File: config.mk
export PLATFORM = sky130hd
export DESIGN_NAME = mult_seq
export DESIGN_NICKNAME = d
export VERILOG_FILES = /design/src/rtl/mult_seq.sv
export SDC_FILE = /design/constraint.sdc
export NUM_CORES = 1
export LEC_CHECK = 0
export CAP_MARGIN = 20
export CORE_ASPECT_RATIO = 0.5
export CORE_MARGIN = 2
export CORE_UTILIZATION = 67
export CTS_CLUSTER_DIAMETER = 40
export DETAILED_ROUTE_END_ITERATION = 8
export PLACE_DENSITY_LB_ADDON = 0.3
export SLEW_MARGIN = 20
export SYNTH_ARGS = -nofsm -noshare
export SYNTH_HDL_FRONTEND = slang
export SYNTH_SLANG_ARGS = --single-unit
File: constraint.sdc
create_clock -name clk -period 11.6 [get_ports clk]
set_clock_uncertainty 0.1 [all_clocks]
set_input_delay 2.32 -clock clk [delete_from_list [all_inputs] [get_ports clk]]
set_output_delay 2.32 -clock clk [all_outputs]
set_load 0.005 [all_outputs]
File: src/rtl/mult_seq.sv
// Iterative WIDTH x WIDTH signed/unsigned multiplier consuming DIGIT bits of B per cycle.
// out_valid rises N=WIDTH/DIGIT cycles after accept; one operation in flight, P held until out_ready.
module mult_seq #(
  parameter int WIDTH = 16,
  parameter int DIGIT = 8
) (
  input  logic               clk,
  input  logic               rst,
  input  logic               in_valid,
  output logic               in_ready,
  input  logic               is_signed,
  input  logic [WIDTH-1:0]   A,
  input  logic [WIDTH-1:0]   B,
  output logic               out_valid,
  input  logic               out_ready,
  output logic [2*WIDTH-1:0] P
);

  localparam int N  = WIDTH / DIGIT;
  localparam int KW = (N > 1) ? $clog2(N) : 1;
  localparam int PW = 2 * WIDTH;

  typedef enum logic [1:0] {S_IDLE, S_CALC, S_DONE} state_t;

  state_t           r_state;
  state_t           w_state_nxt;
  logic             w_accept;
  logic             w_last;
  logic [KW-1:0]    r_k;
  logic             r_sign;
  logic [PW-1:0]    r_mag_a;
  logic [WIDTH-1:0] r_mag_b;
  logic [PW-1:0]    r_acc;
  logic [PW-1:0]    r_p;
  logic [WIDTH-1:0] w_abs_a;
  logic [WIDTH-1:0] w_abs_b;
  logic [PW-1:0]    w_pp;
  logic [PW-1:0]    w_acc_nxt;

  // |-2^(W-1)| wraps to 2^(W-1), which is the correct unsigned magnitude.
  assign w_abs_a = (is_signed && A[WIDTH-1]) ? -A : A;
  assign w_abs_b = (is_signed && B[WIDTH-1]) ? -B : B;

  // magA is pre-shifted by k*DIGIT and B is consumed from its low digit,
  // so each step adds magA<<(k*DIGIT) times the current digit of B.
  assign w_pp      = r_mag_a * PW'(r_mag_b[DIGIT-1:0]);
  assign w_acc_nxt = r_acc + w_pp;
  assign w_last    = (r_k == KW'(N - 1));
  assign P         = r_p;

  always_ff @(posedge clk) begin
    if (rst) begin
      r_state <= S_IDLE;
    end else begin
      r_state <= w_state_nxt;
    end
  end

  always_comb begin
    w_state_nxt = r_state;
    in_ready    = 1'b0;
    out_valid   = 1'b0;
    w_accept    = 1'b0;
    case (r_state)
      S_IDLE: begin
        in_ready = 1'b1;
        if (in_valid) begin
          w_accept    = 1'b1;
          w_state_nxt = S_CALC;
        end
      end
      S_CALC: begin
        if (w_last) w_state_nxt = S_DONE;
      end
      S_DONE: begin
        out_valid = 1'b1;
        if (out_ready) w_state_nxt = S_IDLE;
      end
      default: w_state_nxt = S_IDLE;
    endcase
  end

  always_ff @(posedge clk) begin
    if (rst) begin
      r_k     <= '0;
      r_sign  <= 1'b0;
      r_mag_a <= '0;
      r_mag_b <= '0;
      r_acc   <= '0;
      r_p     <= '0;
    end else if (w_accept) begin
      r_k     <= '0;
      r_sign  <= is_signed & (A[WIDTH-1] ^ B[WIDTH-1]);
      r_mag_a <= PW'(w_abs_a);
      r_mag_b <= w_abs_b;
      r_acc   <= '0;
    end else if (r_state == S_CALC) begin
      r_k     <= r_k + 1'b1;
      r_acc   <= w_acc_nxt;
      r_mag_a <= r_mag_a << DIGIT;
      r_mag_b <= r_mag_b >> DIGIT;
      if (w_last) r_p <= r_sign ? -w_acc_nxt : w_acc_nxt;
    end
  end

endmodule

### After elaboration in Yosys (flattened, before gate mapping)

Index checks and enable logic that the tools add are counted.
Widths: inputs -> output; s select.

* add/subtract/negate cells: 5
* multipliers: 1
* eq/ne operators: 5
* mux-type cells: 15
* bitwise operators: 3
* reductions and logical operators: 7

Operators with widths (number)
* $mux 16: 6
* $add 32x32->32: 1
* $mul 32x8->32: 1
* $mux 32: 1
* $neg 16->16: 2
* $neg 32->32: 1
* $mux 2: 3
* $ne 2x2->1 const B: 3
* $pmux 2 s3: 1
* $reduce_and 3->1: 2
* $mux 1: 4
* $eq 2x1->1 const B: 1
* $eq 2x2->1 const B: 1
* $logic_and 1x1->1: 2
* $logic_not 2->1: 1
* $reduce_bool 2->1: 1
* $reduce_or 2->1: 1
* $add 1x1->1 const B: 1
* $and 1x1->1: 1
* $not 1->1: 1
* $xor 1x1->1: 1

* bits in registers: 116
* output and inout port bits: 34
* word-level logic and storage cells: 44

### Logic depth before layout (Yosys ltp)

Gate-level depths: netlist (run 1).

* depth after elaboration: 4
* gate-level depth with buffers: 23

### Worst setup path before layout (run 1)

OpenSTA, ideal clock, no wires.

* kind: reg2reg
* from: register r_mag_b[3]
* to: register r_p[29], in the netlist P[29]
* arrival time: 5945 ps
* required time: 11438 ps
* path slack: 5493 ps
* stages on the path, launching flop included: 22
* buffers on the path: 3
* cells stage by stage: dfxtp_1 clkbuf_1 clkbuf_1 and2_1 fa_1 fa_1 fa_1 inv_1 fa_1 inv_1 ha_1 buf_2 and4_1 nor2b_1 a211o_1 a21o_1 a211o_1 or4b_4 nor4b_4 a21oi_1 or4_1 nand3_1

* cells in the longest elaborated chain, start to end: 4

Ends and longest elaborated chain
* start, declared: line 32 `logic [WIDTH-1:0] r_mag_b;`
* start signal, assigned: line 95 `r_mag_b <= w_abs_b;`
* start signal, assigned: line 101 `r_mag_b <= r_mag_b >> DIGIT;`
* $mul 32x8->32 *: line 46 `assign w_pp = r_mag_a * PW'(r_mag_b[DIGIT-1:0]);`
* $add 32x32->32 *: line 47 `assign w_acc_nxt = r_acc + w_pp;`
* $neg 32->32: line 102 `if (w_last) r_p <= r_sign ? -w_acc_nxt : w_acc_nxt;`
* $mux 32 *: line 102
* end signal, assigned: line 102
* end, declared: line 34 `logic [PW-1:0] r_p;`

Mark *: on every way between the ends. The rest lies on a longest branch, timed or not.
A chain may end at the register's enable or synchronous reset.

### Worst setup path in the final report (run 1)

Ends and elaborated chain as after synthesis.

==> metrics, run 1 <==
final hold viol count 0; Hold Startpoint P[0]; crit end category register; Core Area roughly 20000 um2; Pleak between 6 and 7 nW; CP Launch Type register; CTS tree built; Synth Cell Area 13440 um2; Setup TNS 0 ns; Placed Area 14110 um2; status finished clean; # clock sinks 116; sequential-to-total area share from yosys stat 0.1728; RSZ-0062 raised after global routing false; asr flop ratio synth 0; Slew Viols, Final 0; Synth top area share 0.2770; Crit path required time between 10 and 15 ns; Initial DRC Count 960; Min Hold Slack 0.3519 ns; fin crit period 7.284 ns; Worst Setup SP r_mag_b[3]; pwr/cell area 95.23 nW/um2; H-tree Lvls 4; synth warn 0; gpl congestion 0.9034; post-CTS setup buffers 0; I/O pin count 71; synthesis-to-finish area growth 9.439%; #FFs+latches synth between 100 and 150; CP max FO 30; IO Port Bufs 70; clk root buf clkbuf_16; row cnt 36; Post-synth EDFFs 0; first-pass GRT wire length between 50000 and 60000 um; final worst path period share 0.6280; chip height 104.2 um; # fillers approximately 1400; fmax 137.3 MHz; Post-Syn Nets 1936; Final Instance Area 14710 um2; footprint of the multi-input gates about 9800 um2; wire per inst approximately 18 um; final net count slightly below 2000; DP HPWL 25470 um; Synth Flop Type dfxtp_1; MaxCap Viol Count 0; DRC violations left 0; cell count after synthesis about 1700; via count 11660; Die Wd 204.3 um; antenna violations before repair 0; slew margin rel. 0.1793; Skew-Pair Late Insertion Delay between 0.4 and 0.5 ns; Final Util 0.7525; CTS buffer count 17; Initial Util 0.6876; VDD IR max 0.09223 mV; Storage cell area between 2000 and 2500 um2; layout cells sized above 1 0.03646; final wirelength 34990 um; Area contributors post-synth fa_1, dfxtp_1, and2_1, inv_1, nand2_1; worst min path class register to register; Routed Antenna Nets 0; crit path kind register to register; Clock transition at path regs 0.06 ns; Initial DRT Pass Iterations 5; Post-CTS Resized 0; area leader, netlist fa_1; syn avg cell area 8.054 um2; critical path arrival 7.57 ns; Netlist cell types 68; # hold bufs at CTS 0; number of global-route vias before repair 12050; Slew @ Worst Pin 1.229 ns; DR vias/cell 6.015; endpoints failing setup 0; pin count of the biggest net entering global routing 76; Antenna Cells 0; Longest Clk Path Bufs 2; gr ovfl total 0; Tot GR Track Use 0.3482; beginning of the worst register-to-register path r_mag_b[3]; die area around 21000 um2
## stage by stage
stage	power, mW	setup WS (ns)	std cells
after global placement	0.8350	4.698	1906
after detailed placement	0.8500	4.441	1906
after floorplan	0.7424	5.493	1669
after global routing	1.466	3.960	1939
final	1.401	4.316	1939
after CTS	1.390	4.348	1938
## critical path, cell delays in order, from the launching register on
cell,delay [ns]
dfxtp_1,1.14
and2_1,0.29
fa_1,0.47
fa_1,0.46
fa_1,0.53
inv_1,0.05
fa_1,0.53
inv_1,0.04
ha_1,0.39
a21oi_1,0.44
o221ai_1,0.22
a21oi_1,0.49
o21a_1,0.29
xnor2_1,0.17
or4b_4,0.60
nor4b_4,0.36
a21oi_1,0.13
or4_1,0.42
nand3_1,0.08
## report_power, final
group	switching, mW	leakage (nW)	total (mW)	internal (mW)
registers	0.0466	0.943	0.463	0.416
clock network	0.228	0.280	0.545	0.317
logic	0.245	5.25	0.393	0.148
total	0.520	6.47	1.40	0.881
## cells by family (layout without fill, tap and decap cells)
kind of cell / Yosys count / in the layout / synth area share
adders and majority gates: 230 / 230 / 0.3180
buffers and inverters: 358 / 362 / 0.1020
AOI/OAI and AO/OA: 278 / 278 / 0.1344
DFF: 116 / 116 / 0.1728
and+or+nand+nor: 598 / 598 / 0.2147
xor gates and xnor gates: 87 / 87 / 0.05669
muxes: 2 / 2 / 0.001489
## area by class of cell
class	instances	area share
timing repair buffer	78	0.05188
tap	266	0.02262
sequential	116	0.1580
clock inverter	15	0.01080
multi-input combinational	1195	0.6634
clock buffer	17	0.02892
inverter	252	0.06430
## flip-flops by register name, indices dropped and copies added, names as in the netlist
| signal | count |
|---|---|
| P | 32 |
| r_acc | 32 |
| r_mag_a | 32 |
| r_mag_b | 16 |
| r_state | 2 |
| r_k | 1 |
| r_sign | 1 |
## worst paths after layout
check / slack, ns / endpoint / depth (start not counted)
setup / recovery: 4.32 / P[29] / 18
hold / removal: 0.35 / P[0] / 2
setup reg to reg: 4.32 / P[29] / 18
hold reg to reg: 0.35 / P[0] / 2
## layer usage
metal / up-vias / global-route usage / wire, um
li1: 5261 / - / -
met1: 5787 / 0.4593 / 14380
met2: 534 / 0.5797 / 16770
met3: 81 / 0.05921 / 2895
met4: 0 / 0.1284 / 943
met5: - / 0 / 0
## cell usage after synthesis (all sizes together), types with 6 or more instances
cell and instances:
a21o 13, o211ai 10, a22oi 7, nand4 9, xor2 40, nand3 30
fa 186, dfxtp 116, clkbuf 92, and2 156, or3 9, nor2b 6
a31oi 9, and3 7, nor4 7, buf 14, nand2 250, a311oi 11
xnor2 47, nor2 90, inv 252, o21ai 32, o31ai 12, a21oi 111
ha 44, nand2b 8, a211oi 37, nor3 11
## cells in the final DEF, fill, tap and decap left out, types with 7 or more instances in the layout
cell type and n:
a211oi_1 34, a21oi_1 110, clkbuf_16 17, or3_1 9, fa_1 186, a311oi_1 11
a31oi_1 8, o21ai_0 31, a21o_1 13, nor4_1 7, nand3_1 30, a22oi_1 7
o31ai_1 12, nor3_1 11, o211ai_1 8, clkdlybuf4s50_1 69, xor2_1 40, nor2_1 90
ha_1 44, nand2b_1 7, dfxtp_1 114, nand2_1 250, inv_1 252, and2_1 155
buf_4 7, nand4_1 8, and3_1 7, xnor2_1 47
Power figures use the tool's default switching activity.
==> run 2: changes to the inputs <==
- CORE_UTILIZATION: 67 -> 63
- clock period: 11.6 -> 6.8 ns (I/O delays scaled with it)
==> run 2 against run 1 <==
Compared with the run above:
- combinational power is 84% higher
- register-to-register slack got worse by 4.0 ns
- largest power group unchanged
- sequential cell count unchanged
- global-route usage is 2.4 points lower
- first-iteration DRC count increased by 0.10%
==> metrics, run 2 (synthesis results as in run 1) <==
layout cells sized above 1 0.04864; Tot GR Track Use 0.3242; fmax roughly 160 MHz; CP max FO 16; slew margin rel. 0.3985; Initial DRC Count 961; row cnt 37; crit end category register; gr ovfl total 0; Worst R2R Path Depth 19; critical path arrival 6.73 ns; # fillers between 1500 and 2000; Longest Clk Path Bufs 2; CTS buffer count 17; most common cell after layout, fill and taps aside inv_1; Antenna Cells 0; worst min path class register to register; Clock transition at path regs about 0.060 ns; Buf/Inv on CP 3; pin count of the biggest net entering global routing 76; H-tree Lvls 4; via count 11530; Storage cell area between 2000 and 2500 um2; Final Util 0.7180; first-pass GRT wire length between 50000 and 60000 um; Core Area 20740 um2; most frequent CP cell fa_1; pwr/cell area 166.4 nW/um2; endpoints failing setup 0; clk root buf clkbuf_16; Min Hold Slack roughly 0.35 ns; final wirelength 34320 um; most frequent cells in the layout inv_1, nand2_1, fa_1; fin crit period 6.444 ns; Skew-Pair Late Insertion Delay 0.44 ns; Crit path required time 7.09 ns; IO Port Bufs 70; Slew @ Worst Pin 0.9023 ns; WHS Path Cells 2; VDD IR max 0.1529 mV; Die Wd between 200 and 250 um; Slew Viols, Final 0; RSZ-0062 raised after global routing false; final worst path period share 0.9476; DR vias/cell 5.883; wire per inst ~18 um; crit path kind register to register; post-CTS setup buffers 0; CP cell instances buf_4, and2_1, fa_1, fa_1, fa_1, inv_1, fa_1, inv_1, ha_1, a21oi_2, o21ai_0, a221oi_2, o21a_1, xnor2_1, or4b_4, nor4b_4, a21oi_1, or4_1, nand3_1; crit-path max cell delay 0.60 ns; final net count a little under 2000; die area 22590 um2; MaxCap Viol Count 0; footprint of the multi-input gates 9792 um2; critical path depth 19; Setup TNS 0 ns; DRC violations left 0; Pleak 6.579 nW; Initial Util 0.6481; Crit-path slowest cell or4b_4; # hold bufs at CTS 0; DP HPWL 25720 um; antenna violations before repair 0; status finished clean; gpl congestion 0.9834; number of global-route vias before repair 11840; CTS tree built; synthesis-to-finish area growth 10.78%; final hold viol count 0; chip height 107.3 um; Initial DRT Pass Iterations 7; Routed Antenna Nets 0; I/O pin count slightly above 70; # clock sinks between 100 and 150; CP Launch Type register; CP delay by family, top adder cells
==> run 2: area by class of cell <==
class / count / share of cell area
Clock inverter: 15 / 0.01378
Timing Repair Buffer: 91 / 0.05731
Sequential cell: 116 / 0.1563
Tap cell: 273 / 0.02294
Clock buffer: 17 / 0.02857
Multi-Input combinational cell: 1195 / 0.6576
Inverter: 252 / 0.06352
==> run 2: repair_timing <==
action,in CTS,in global routing
hold endpoints to repair,0,0
endpoints found under the setup margin,0,11
gates resized for setup,0,9
==> run 2: power breakdown <==
group / leakage, nW / internal (mW) / total (mW) / switching, mW
Sequential: 0.944 / 0.710 / 0.765 / 0.0546
Clock: 0.300 / 0.615 / 0.987 / 0.373
Combinational: 5.34 / 0.268 / 0.725 / 0.457
Total: 6.58 / 1.59 / 2.48 / 0.884
==> run 2: final timing paths <==
kind	from	endpoint	slack [ns]
max	r_mag_b[4]	P[29]	0.36
min	P[5]	P[5]	0.35
max reg2reg	r_mag_b[4]	P[29]	0.36
min reg2reg	P[5]	P[5]	0.35
==> run 2: worst min-delay path, delay by kind of cell (launching register included) <==
| family | cells | cell delay [ns] |
|---|---|---|
| simple gates | 1 | 0.05 |
| flops | 1 | 0.31 |
| compound gates | 1 | 0.05 |
==> run 2: routing by layer <==
metal / share of wire / up-vias / global-route usage / wire [um]
met5: 0 / - / 0 / 0
met4: 0.029 / 0 / 0.1182 / 1010
met3: 0.075 / 80 / 0.06097 / 2591
met2: 0.46 / 504 / 0.5370 / 15910
met1: 0.43 / 5660 / 0.4296 / 14800
li1: - / 5281 / - / -
==> run 2: through the flow <==
step / cell area [um2] / setup WS, ns / std cells / power [mW]
2_1_floorplan: 13440 / 0.6926 / 1669 / 1.266
3_3_place_gp: 14230 / 0.2726 / 1927 / 1.454
3_5_place_dp: 14230 / 0.07764 / 1927 / 1.478
4_1_cts: 14860 / 0.03494 / 1959 / 2.466
5_1_grt: 14890 / 0.02019 / 1959 / 2.596
6_report: 14890 / 0.3562 / 1959 / 2.477
==> variant, RTL diff (settings of run 1) <==
Reset style: asynchronous (`rst`), changed in 2 clocked blocks.
--- a/src/rtl/mult_seq.sv
+++ b/src/rtl/mult_seq.sv
@@ -49,5 +49,5 @@
   assign P         = r_p;
 
-  always_ff @(posedge clk) begin
+  always_ff @(posedge clk or posedge rst) begin
     if (rst) begin
       r_state <= S_IDLE;
@@ -81,5 +81,5 @@
   end
 
-  always_ff @(posedge clk) begin
+  always_ff @(posedge clk or posedge rst) begin
     if (rst) begin
       r_k     <= '0;
Formal check against the unedited RTL: not equivalent (Yosys sat finds a counterexample within 4 cycles, from zero or initial values and one cycle with rst high; the reset may be asserted at any time).
==> variant against run 1 <==
- final area is 2.3% higher
- first-iteration DRC count is 19% higher
- die area is 1.3% higher
- setup slack better by 0.28 ns
- wire length is 6.1% higher
- non-clock buffer count is 3 higher
- critical path depth stayed put
- via count is 2.4% lower
- synthesized area is 1.3% higher
- sequential cell count stayed put
- synthesized cell count is 6.2% lower
- largest cell class unchanged
Power is not shown: default switching activity piles up to over one toggle a cycle in this logic, so the estimate is an artifact.
==> variant: results (changes against run 1) <==
Sequential-to-total area share from yosys stat: 21.3% (+4.0 points)
GRT Util Overall: 37.0% (+2.2 points)
Placed standard-cell area: 14400 um^2 (+2.1%)
Result of the run: complete, no violations
Post-Synthesis Cells: 1566 (-6.2%)
Fillers: 1321 (-7.3%)
Top cells by area, synth: fa_1, dfrtp_1, inv_1
Largest net degree at the start of global routing: 72 (-5.3%)
Post-Place Worst Slack: 4.74 ns (+0.300 ns)
Async SR Flop Fraction: 100% (+100 points)
HP Class: register to register
Yosys cell types: 69 (+1.5%)
Worst-case reg-to-reg path depth: 18 (unchanged)
Setup slack, reg-to-reg: 4.60 ns (+0.28 ns)
DR pass1 iterations: 6 (+1)
Post-cts gate resize count: 0 (unchanged)
Share of layout cells above drive strength 1: 4.16% (+0.51 points)
Primary FF master, synth: dfrtp_1
Cts bufs inserted: 17 (unchanged)
Inst Count DP: 1821 (-4.5%)
Fin worst setup slack: 4.60 ns (+0.281 ns)
Vias in the first global route: 11900 (-1.3%)
Multiplexer share of the synthesized area: 0.303% (+0.15 points)
Slew @ Worst Pin: 1.21 ns (-0.0179 ns)
N_diodes: 0 (unchanged)
Worst Path Max Fanout: 30 (unchanged)
Total Wirelength: 37.1 mm (+6.1%)
Number of port buffers: 70 (unchanged)
CTS root buf: clkbuf_16
Commonest cells in the netlist: inv_1, nand2_1, fa_1, and2_1, dfrtp_1
Post-DP HPWL: 26.8 mm (+5.3%)
Initial detailed-routing violation count: 1141 (+19%)
Via density: 6.14 (+2.1%)
Htree depth: 4 (unchanged)
Post-Synth Adder-Cell Area: 31.4% (-0.41 points)
Antenna violations before repair: 0 (unchanged)
WP data arrival: 7.19 ns (-0.38 ns)
Hold-critical path depth: 2 (unchanged)
Post-synthesis xor/xnor area fraction: 5.72% (+0.055 points)
Slowest cell delay on critical path: 1.14 ns (about the same)
Synth Area in Compound Gates: 12.4% (-1.0 points)
Clk_lat worst skew: 0.43 ns
First-pass GRT wire length: 61.3 mm (+4.1%)
Crit-path leading delay family: adder cells
Total number of vias: 11400 (-2.4%)
CP max stage cell: dfrtp_1
Placer Congestion: 1.05 (+16%)
Worst hold slack: 0.378 ns (+0.0265 ns)
Clk slew on worst S/H paths: 0.06 ns (about the same)
variant: per-layer routing:
metal  vias up  part of all wire [%]  global-route usage (%)
met3       117                    11                    8.52
met5         -                     0                       0
met2       697                    46                    58.8
li1       4947                     -                       -
met1      5622                    40                    50.6
met4         0                   3.0                    12.3
variant: worst min-delay path, stage by stage, from the launching register on:
cell,delay (ns)
dfrtp_1,0.34
nand2_1,0.04
o21ai_0,0.06
variant: cell type report:
cell class	instances	area, um^2	area share [%]
clock inverters	11	175	1.16
repair buffers	81	783	5.21
multi-input cells	1106	9440	62.7
inverters	252	948	6.30
well taps	266	333	2.21
clock buffers	21	460	3.06
flip-flops and latches	116	2900	19.3
variant: worst paths after layout:
path                            start     endpoint
max                        r_mag_b[3]        P[31]
min                              P[4]         P[4]
max reg2reg                r_mag_b[3]        P[31]
min reg2reg                      P[4]         P[4]
max in group asynchronous         rst       r_sign
min in group asynchronous         rst  r_mag_b[14]
